## src/rtl/cp0_ext.sv

```systemverilog
// cp0_ext: MIPS coprocessor 0 with SR/Cause/EPC/BadVAddr/PRId, Count/Compare timer and exception arbitration.
module cp0_ext #(
    parameter int          N_HWINT  = 5,
    parameter bit          TIMER_EN = 1'b1,
    parameter logic [31:0] PRID     = 32'h0000_0001
) (
    input  logic               clk,
    input  logic               reset,
    input  logic               we,
    input  logic [4:0]         addr,
    input  logic [31:0]        wdata,
    output logic [31:0]        rdata,
    input  logic [31:0]        vpc,
    input  logic               bd_in,
    input  logic [4:0]         exc_code,
    input  logic [31:0]        bad_vaddr_in,
    input  logic [N_HWINT-1:0] hw_int,
    input  logic               eret,
    output logic [31:0]        epc_out,
    output logic               req
);
    logic [7:0]  im;
    logic        exl, ie, bd, ti;
    logic [5:0]  ip_hw;
    logic [1:0]  ip_sw;
    logic [4:0]  exc;
    logic [31:0] epc, bad_vaddr, count, compare;
    logic [4:0]  hw_pad;
    logic [7:0]  pend;
    logic        int_req, exc_req, wr;
    logic [31:0] count_nxt, epc_cap;

    assign hw_pad    = 5'(hw_int);
    assign pend      = {ti, hw_pad, ip_sw};
    assign int_req   = |(pend & im) & ie & ~exl;
    assign exc_req   = (exc_code != 5'd0) & ~exl;
    assign req       = int_req | exc_req;
    // the victim instruction never commits, so its mtc0 is dropped
    assign wr        = we & ~req;
    assign count_nxt = (wr && addr == 5'd9) ? wdata : count + 32'd1;
    assign epc_cap   = bd_in ? vpc - 32'd4 : vpc;
    assign epc_out   = epc;

    always_ff @(posedge clk) begin
        if (reset) begin
            im        <= '0;
            exl       <= 1'b0;
            ie        <= 1'b0;
            bd        <= 1'b0;
            ti        <= 1'b0;
            ip_hw     <= '0;
            ip_sw     <= '0;
            exc       <= '0;
            epc       <= '0;
            bad_vaddr <= '0;
            count     <= '0;
            compare   <= '0;
        end else begin
            ip_hw <= pend[7:2];
            if (TIMER_EN) begin
                count <= count_nxt;
                if (wr && addr == 5'd11) begin
                    compare <= wdata;
                    ti      <= 1'b0;
                end else if (count_nxt == compare && compare != 32'd0) begin
                    ti <= 1'b1;
                end
            end
            if (req) begin
                exl <= 1'b1;
                bd  <= bd_in;
                epc <= {epc_cap[31:2], 2'b00};
                exc <= int_req ? 5'd0 : exc_code;
                if (!int_req && (exc_code == 5'd4 || exc_code == 5'd5))
                    bad_vaddr <= bad_vaddr_in;
            end else begin
                if (wr && addr == 5'd12) begin
                    im <= wdata[15:8];
                    ie <= wdata[0];
                end
                exl <= eret ? 1'b0 : (wr && addr == 5'd12) ? wdata[1] : exl;
                if (wr && addr == 5'd13)
                    ip_sw <= wdata[9:8];
                if (wr && addr == 5'd14)
                    epc <= {wdata[31:2], 2'b00};
            end
        end
    end

    always_comb begin
        case (addr)
            5'd8:    rdata = bad_vaddr;
            5'd9:    rdata = count;
            5'd11:   rdata = compare;
            5'd12:   rdata = {16'd0, im, 6'd0, exl, ie};
            5'd13:   rdata = {bd, ti, 14'd0, ip_hw, ip_sw, 1'b0, exc, 2'b00};
            5'd14:   rdata = epc;
            5'd15:   rdata = PRID;
            default: rdata = '0;
        endcase
    end
endmodule

```

## config.mk

```make
export PLATFORM = sky130hd
export DESIGN_NAME = cp0_ext
export DESIGN_NICKNAME = d
export VERILOG_FILES = /design/src/rtl/cp0_ext.sv
export SDC_FILE = /design/constraint.sdc
export NUM_CORES = 1
export LEC_CHECK = 0
export ABC_AREA = 1
export ABC_CLOCK_PERIOD_IN_PS = 1700
export BUFFER_PORTS_ARGS = -buffer_cell sky130_fd_sc_hd__buf_4
export CAP_MARGIN = 5
export CORE_MARGIN = 3
export CORE_UTILIZATION = 44
export CTS_CLUSTER_SIZE = 24
export DETAILED_ROUTE_END_ITERATION = 6
export GPL_TIMING_DRIVEN = 0
export PLACE_DENSITY = 0.69
export RECOVER_POWER = 25
export SLEW_MARGIN = 20
export SYNTH_ARGS = -nofsm -noshare
export SYNTH_HDL_FRONTEND = slang
export SYNTH_SLANG_ARGS = --single-unit
```

## constraint.sdc

```tcl
create_clock -name clk -period 1.7 [get_ports clk]
set_input_delay 0.255 -clock clk [delete_from_list [all_inputs] [get_ports clk]]
set_output_delay 0.255 -clock clk [all_outputs]
set_load 0.01 [all_outputs]
```

**Word level (Yosys, flattened, before mapping)**

Index checks and enable logic that the tools add are counted.

- Logic and storage cells: 59
- Register bits: 151
- Output and inout bits: 65

- Reductions and logical operators: 18
- Muxes and demuxes: 9
- Add/subtract/negate cells: 2
- Equality and inequality tests: 10
- Bitwise gates (word level): 8

Operators with widths:

| kind | count |
|---|---|
| one-hot mux 32 bit (7 select lines) | 1 |
| two-way mux 32 bit | 4 |
| equality test 5 x 4 -> 1 bit (second input constant) | 7 |
| adder 32 x 1 -> 32 bit (second input constant) | 1 |
| equality test 32 bit | 1 |
| nonzero test 32 bit | 1 |
| subtractor 32 x 3 -> 32 bit (second input constant) | 1 |
| equality test 5 x 3 -> 1 bit (second input constant) | 2 |
| bitwise AND 8 bit | 1 |
| OR reduction 8 bit | 1 |
| logical AND 1 bit | 7 |
| AND reduction 2 bit | 3 |
| two-way mux 5 bit | 1 |
| nonzero test 5 bit | 1 |
| bitwise AND 1 bit | 4 |
| two-way mux 1 bit | 3 |
| nonzero test 3 bit | 1 |
| NOT 1 bit | 2 |
| nonzero test 2 bit | 1 |
| OR reduction 2 bit | 1 |
| zero test 1 bit | 1 |
| logical OR 1 bit | 1 |
| OR 1 bit | 1 |

**Logic depth before layout (Yosys ltp)**

- Depth in word-level cells: 11
- Mapped depth: 18

**Worst setup path before layout**

OpenSTA, ideal clock, no wires.

- Path type: reg-to-reg
- Start point: register count[0]
- End point: register ti
- Slack: -0.211 ns
- Stages on the path, launching flop included: 16
- Period minus slack after synthesis: 1.911 ns
- Arrival time: 1.841 ns
- Path buffers: 0
- Setup time: 0.070 ns
- Cells stage by stage: dfxtp_1 ha_1 nand3_2 nor2_2 nand3_1 o21ai_0 nand2_1 nand2_1 nand2_1 nand2_1 nand2_1 nor2_1 nand2_1 nor2_1 nand4_1 a21oi_1

- Longest elaborated chain between the ends: 4

RTL lines:

| element | RTL line | RTL |
|---|---|---|
| start: declaration | 27 | `logic [31:0] epc, bad_vaddr, count, compare;` |
| start signal: assignment | 61 | `count <= count_nxt;` |
| adder 32 x 1 -> 32 bit | 40 | `assign count_nxt = (wr && addr == 5'd9) ? wdata : count + 32'd1;` |
| two-way mux 32 bit | 40 |  |
| equality test 32 bit | 65 | `end else if (count_nxt == compare && compare != 32'd0) begin` |
| logical AND 1 bit | 65 |  |
| end signal: assignment | 50 | `ti <= 1'b0;` |
| end signal: assignment | 64 | `ti <= 1'b0;` |
| end signal: assignment | 66 | `ti <= 1'b1;` |
| end: declaration | 23 | `logic exl, ie, bd, ti;` |

Every way passes these cells.
A chain may end at the register's enable or synchronous reset.

**Worst setup path after layout**

- Start point: register im[7]
- End point: register ti

- Longest elaborated chain between the ends: 11
- Elaborated cells between the ends (all ways): 13
- Classes of those cells: 1 x eq/ne; 1 x mux; 6 x bitwise; 5 x reduce/logical

RTL lines:

| element | RTL line | RTL |
|---|---|---|
| start: declaration | 22 | `logic [7:0] im;` |
| start signal: assignment | 78 | `im <= wdata[15:8];` |
| bitwise AND 8 bit (*) | 35 | `assign int_req = \|(pend & im) & ie & ~exl;` |
| OR reduction 8 bit (*) | 35 |  |
| bitwise AND 1 bit (*) (2 in a row) | 35 |  |
| OR 1 bit (*) | 37 | `assign req = int_req \| exc_req;` |
| NOT 1 bit (no line) (*) | - |  |
| bitwise AND 1 bit (*) | 39 | `assign wr = we & ~req;` |
| logical AND 1 bit | 40 |  |
| two-way mux 32 bit | 40 |  |
| equality test 32 bit | 65 |  |
| logical AND 1 bit | 65 |  |

Every way passes the cells marked *; elsewhere a longest branch is shown, timed or not.

==> reports/metrics.cfg <==
[run_status]
status=complete, but fails checks
violations=design-rule violations, negative setup slack

[finish]
final_layout_size_suffix_gt1_frac=0.419
layoutNonFillerInstCount=1975
final_common_cell=nand2_1
syn_to_final_growth_pct=66.0
final_cell_mix=268 x nand2_1, 222 x buf_4, 149 x inv_1, 129 x dfxtp_1, 114 x nor2_1
fin_util=0.746
num_antenna_cells=0
layout.nets=1815

[synthesis]
synth_area_leaders=dfxtp_1 34%, nand2_1 14%, o21ai_0 8.2%
synth_top_family_by_area=simple AND/OR/NAND/NOR gates
synth_xor_area_frac=0.0398
seq_area_frac_synth=0.343
synthSimpleGateAreaFrac=0.295
synth_fa_ha_area_frac=0.00284
synth_compound_gate_area_share=0.217
synth.distinct_cells=48
synth_area_leader_cell=dfxtp_1
ys_seq_elements=151
postSynthCellCount=1388
netlist_area_mm2=0.00880
synth.avg_cell_area_um2=6.34
ys_warn_count=0
synthMuxAreaShare=0
synth.top_cell.area_share=0.343
synth_flop_cell=dfxtp_1
synth_edf_count=0
async_reset_ff_frac=0

[timing]
worst_slew_pin_slew_ns=1.26
skew_ns=0.0109
post-route-min-period_ns=2.40
slew_headroom=0.159
rsz0062_at_grt=true
setup_ws_ns=-0.696
finalHoldViolations=0
holdWs_ns=0.0173
setup_viol=161
finalCritPeriodShare=1.41
finalMaxSlewViolations=0
max_freq_ghz=0.417

[clock_network]
clk_path_buf_depth=2
cts.clk_slew.worst_paths_ns=0.07
clock_sinks=151
numCtsBuffers=17
cts_tree=done
holdBufCountCts=0
htreeDepth=4
clock_latency_ns=0.45
cts_root_buf=clkbuf_16

[floorplanning]
rows=51
initial_utilization=0.449
coreArea_mm2=0.0196
io_pins=181
die_x_um=147
dieArea_mm2=0.0217
fp.dieH_um=147

[global_routing]
gr-usage-met1=0.473
top_usage_layer=met2
grt_pass1_vias=10900
globalRouteTotalUtil=0.385
grt-ovfl-total=0
grt_start_max_net_pins=17
antenna_found_initial=0
use_met3=0.105
grt_first_pass_wirelength_um=63600
grt_use_met2=0.619

[critical_path]
cp.arrival_ns=2.77
cp-end-kind=register
cp_max_fo=6
critPathKind=reg2reg
crit_path_start_kind=register
critPathRequiredTime_ns=2.07

[route]
viasPerCell=6.05
antenna_left=0
drcViolationCount=12
wl_um=47200
wl_per_cell_um=23.9
drt-pass1-iter-count=7
drt_iter0_markers=1499
via_count=12000

[power]
power_w=0.00960
p_per_area_mw_per_mm2=657
vdd_drop_max_uv=702
leakage_nw=6.04

[placed_design]
gp_routability_congestion=0.979
post-dp-hpwl_um=31200
numPlacedInstances=1830
place.port_buffers=176

[worst_hold_path]
min_path_type=in2reg

[flow_run]
maxCapViolations=0

## cell families (layout without fill, tap and decap cells)
family / count (synthesis) / after routing
and+or+nand+nor: 615 / 615
AOI/OAI and AO/OA: 349 / 349
buffers and inverters: 230 / 551
DFF: 151 / 151
xor gates and xnor gates: 40 / 40
adders and majority gates: 2 / 2
other: 1 / 2
## report_power, final
group          leakage [nW]  internal (W)  switching [W]
combinational          4.51      0.000779        0.00103
sequential             1.24       0.00366       0.000138
clock                 0.290       0.00214        0.00186
total                  6.04       0.00658        0.00302
## registers in the layout, summed over array words and instances, names as in the netlist
name and cells:
bad_vaddr 32, compare 32, count 32, epc_out 30
im 8, ip_hw 6, exc 5, ip_sw 2
bd 1, exl 1, ie 1, ti 1
## critical path, stage by stage (launching register included)
cell and delay, ns:
dfxtp_2 0.34, nand2_2 0.10, nand2_2 0.06, nor2_2 0.10
nand2_2 0.08, nand2_4 0.11, nand4_4 0.16, buf_12 0.20
buf_8 0.13, buf_6 0.14, nand2_4 0.06, nand2_2 0.06
nand2_1 0.06, nand2_1 0.06, nor2_2 0.12, nand2_1 0.07
nor2_1 0.14, nand4_1 0.17, a21oi_1 0.16
## path summary, 6_finish.rpt
path	start	end	slack, ns	cells after the start
worst max-delay path	im[7]$_SDFFE_PP0P_	ti$_SDFFE_PP0P_	-0.70	18
worst min-delay path	hw_int[0]	ip_hw[0]$_SDFF_PP0_	0.02	3
worst max register to register	im[7]$_SDFFE_PP0P_	ti$_SDFFE_PP0P_	-0.70	18
worst min register to register	bad_vaddr[19]$_SDFFE_PP0P_	bad_vaddr[19]$_SDFFE_PP0P_	0.46	2
## area by class of cell
class | count | area, µm²
clock inverter | 14 | 156
sequential | 151 | 3060
buffer | 56 | 674
fill | 1475 | 4980
timing repair buffer | 292 | 2640
clock buffer | 18 | 439
multi-input combinational | 1008 | 6600
timing repair inverter | 1 | 11.3
tap | 265 | 332
inverter | 170 | 696
## synthesized netlist by cell type, types with 10 or more instances
library cell	count
o21ai_1	10
nand3_1	76
nand4_1	17
inv_1	160
nor2_1	148
buf_2	10
xnor2_1	12
xor2_1	28
a221oi_1	12
o21ai_0	144
clkbuf_1	43
o22ai_1	19
dfxtp_1	151
nand2_1	333
a21oi_1	133
## through the flow
stage | TNS (ns) | area, µm² | worst slack [ns]
after floorplan | -0.540 | 8900 | -0.162
after global placement | -96.09 | 10600 | -1.06
after detailed placement | -97.10 | 10600 | -1.05
after CTS | -15.56 | 13400 | -0.520
after global routing | -47.01 | 14600 | -0.736
final | -41.84 | 14600 | -0.696
## layer usage
metal	vias up	wire length [µm]
met5	-	56
met4	2	3930
met3	314	5970
met2	925	21100
met1	5494	16100
li1	5219	-
## timing repair
item / in CTS / in global routing
gates cloned: 12 / 7
setup endpoints to repair: 173 / 170
pin swaps: 66 / 76
gates resized for setup: 429 / 295
setup buffers: 79 / 29
Note: power is estimated with default switching activity, not from simulation.
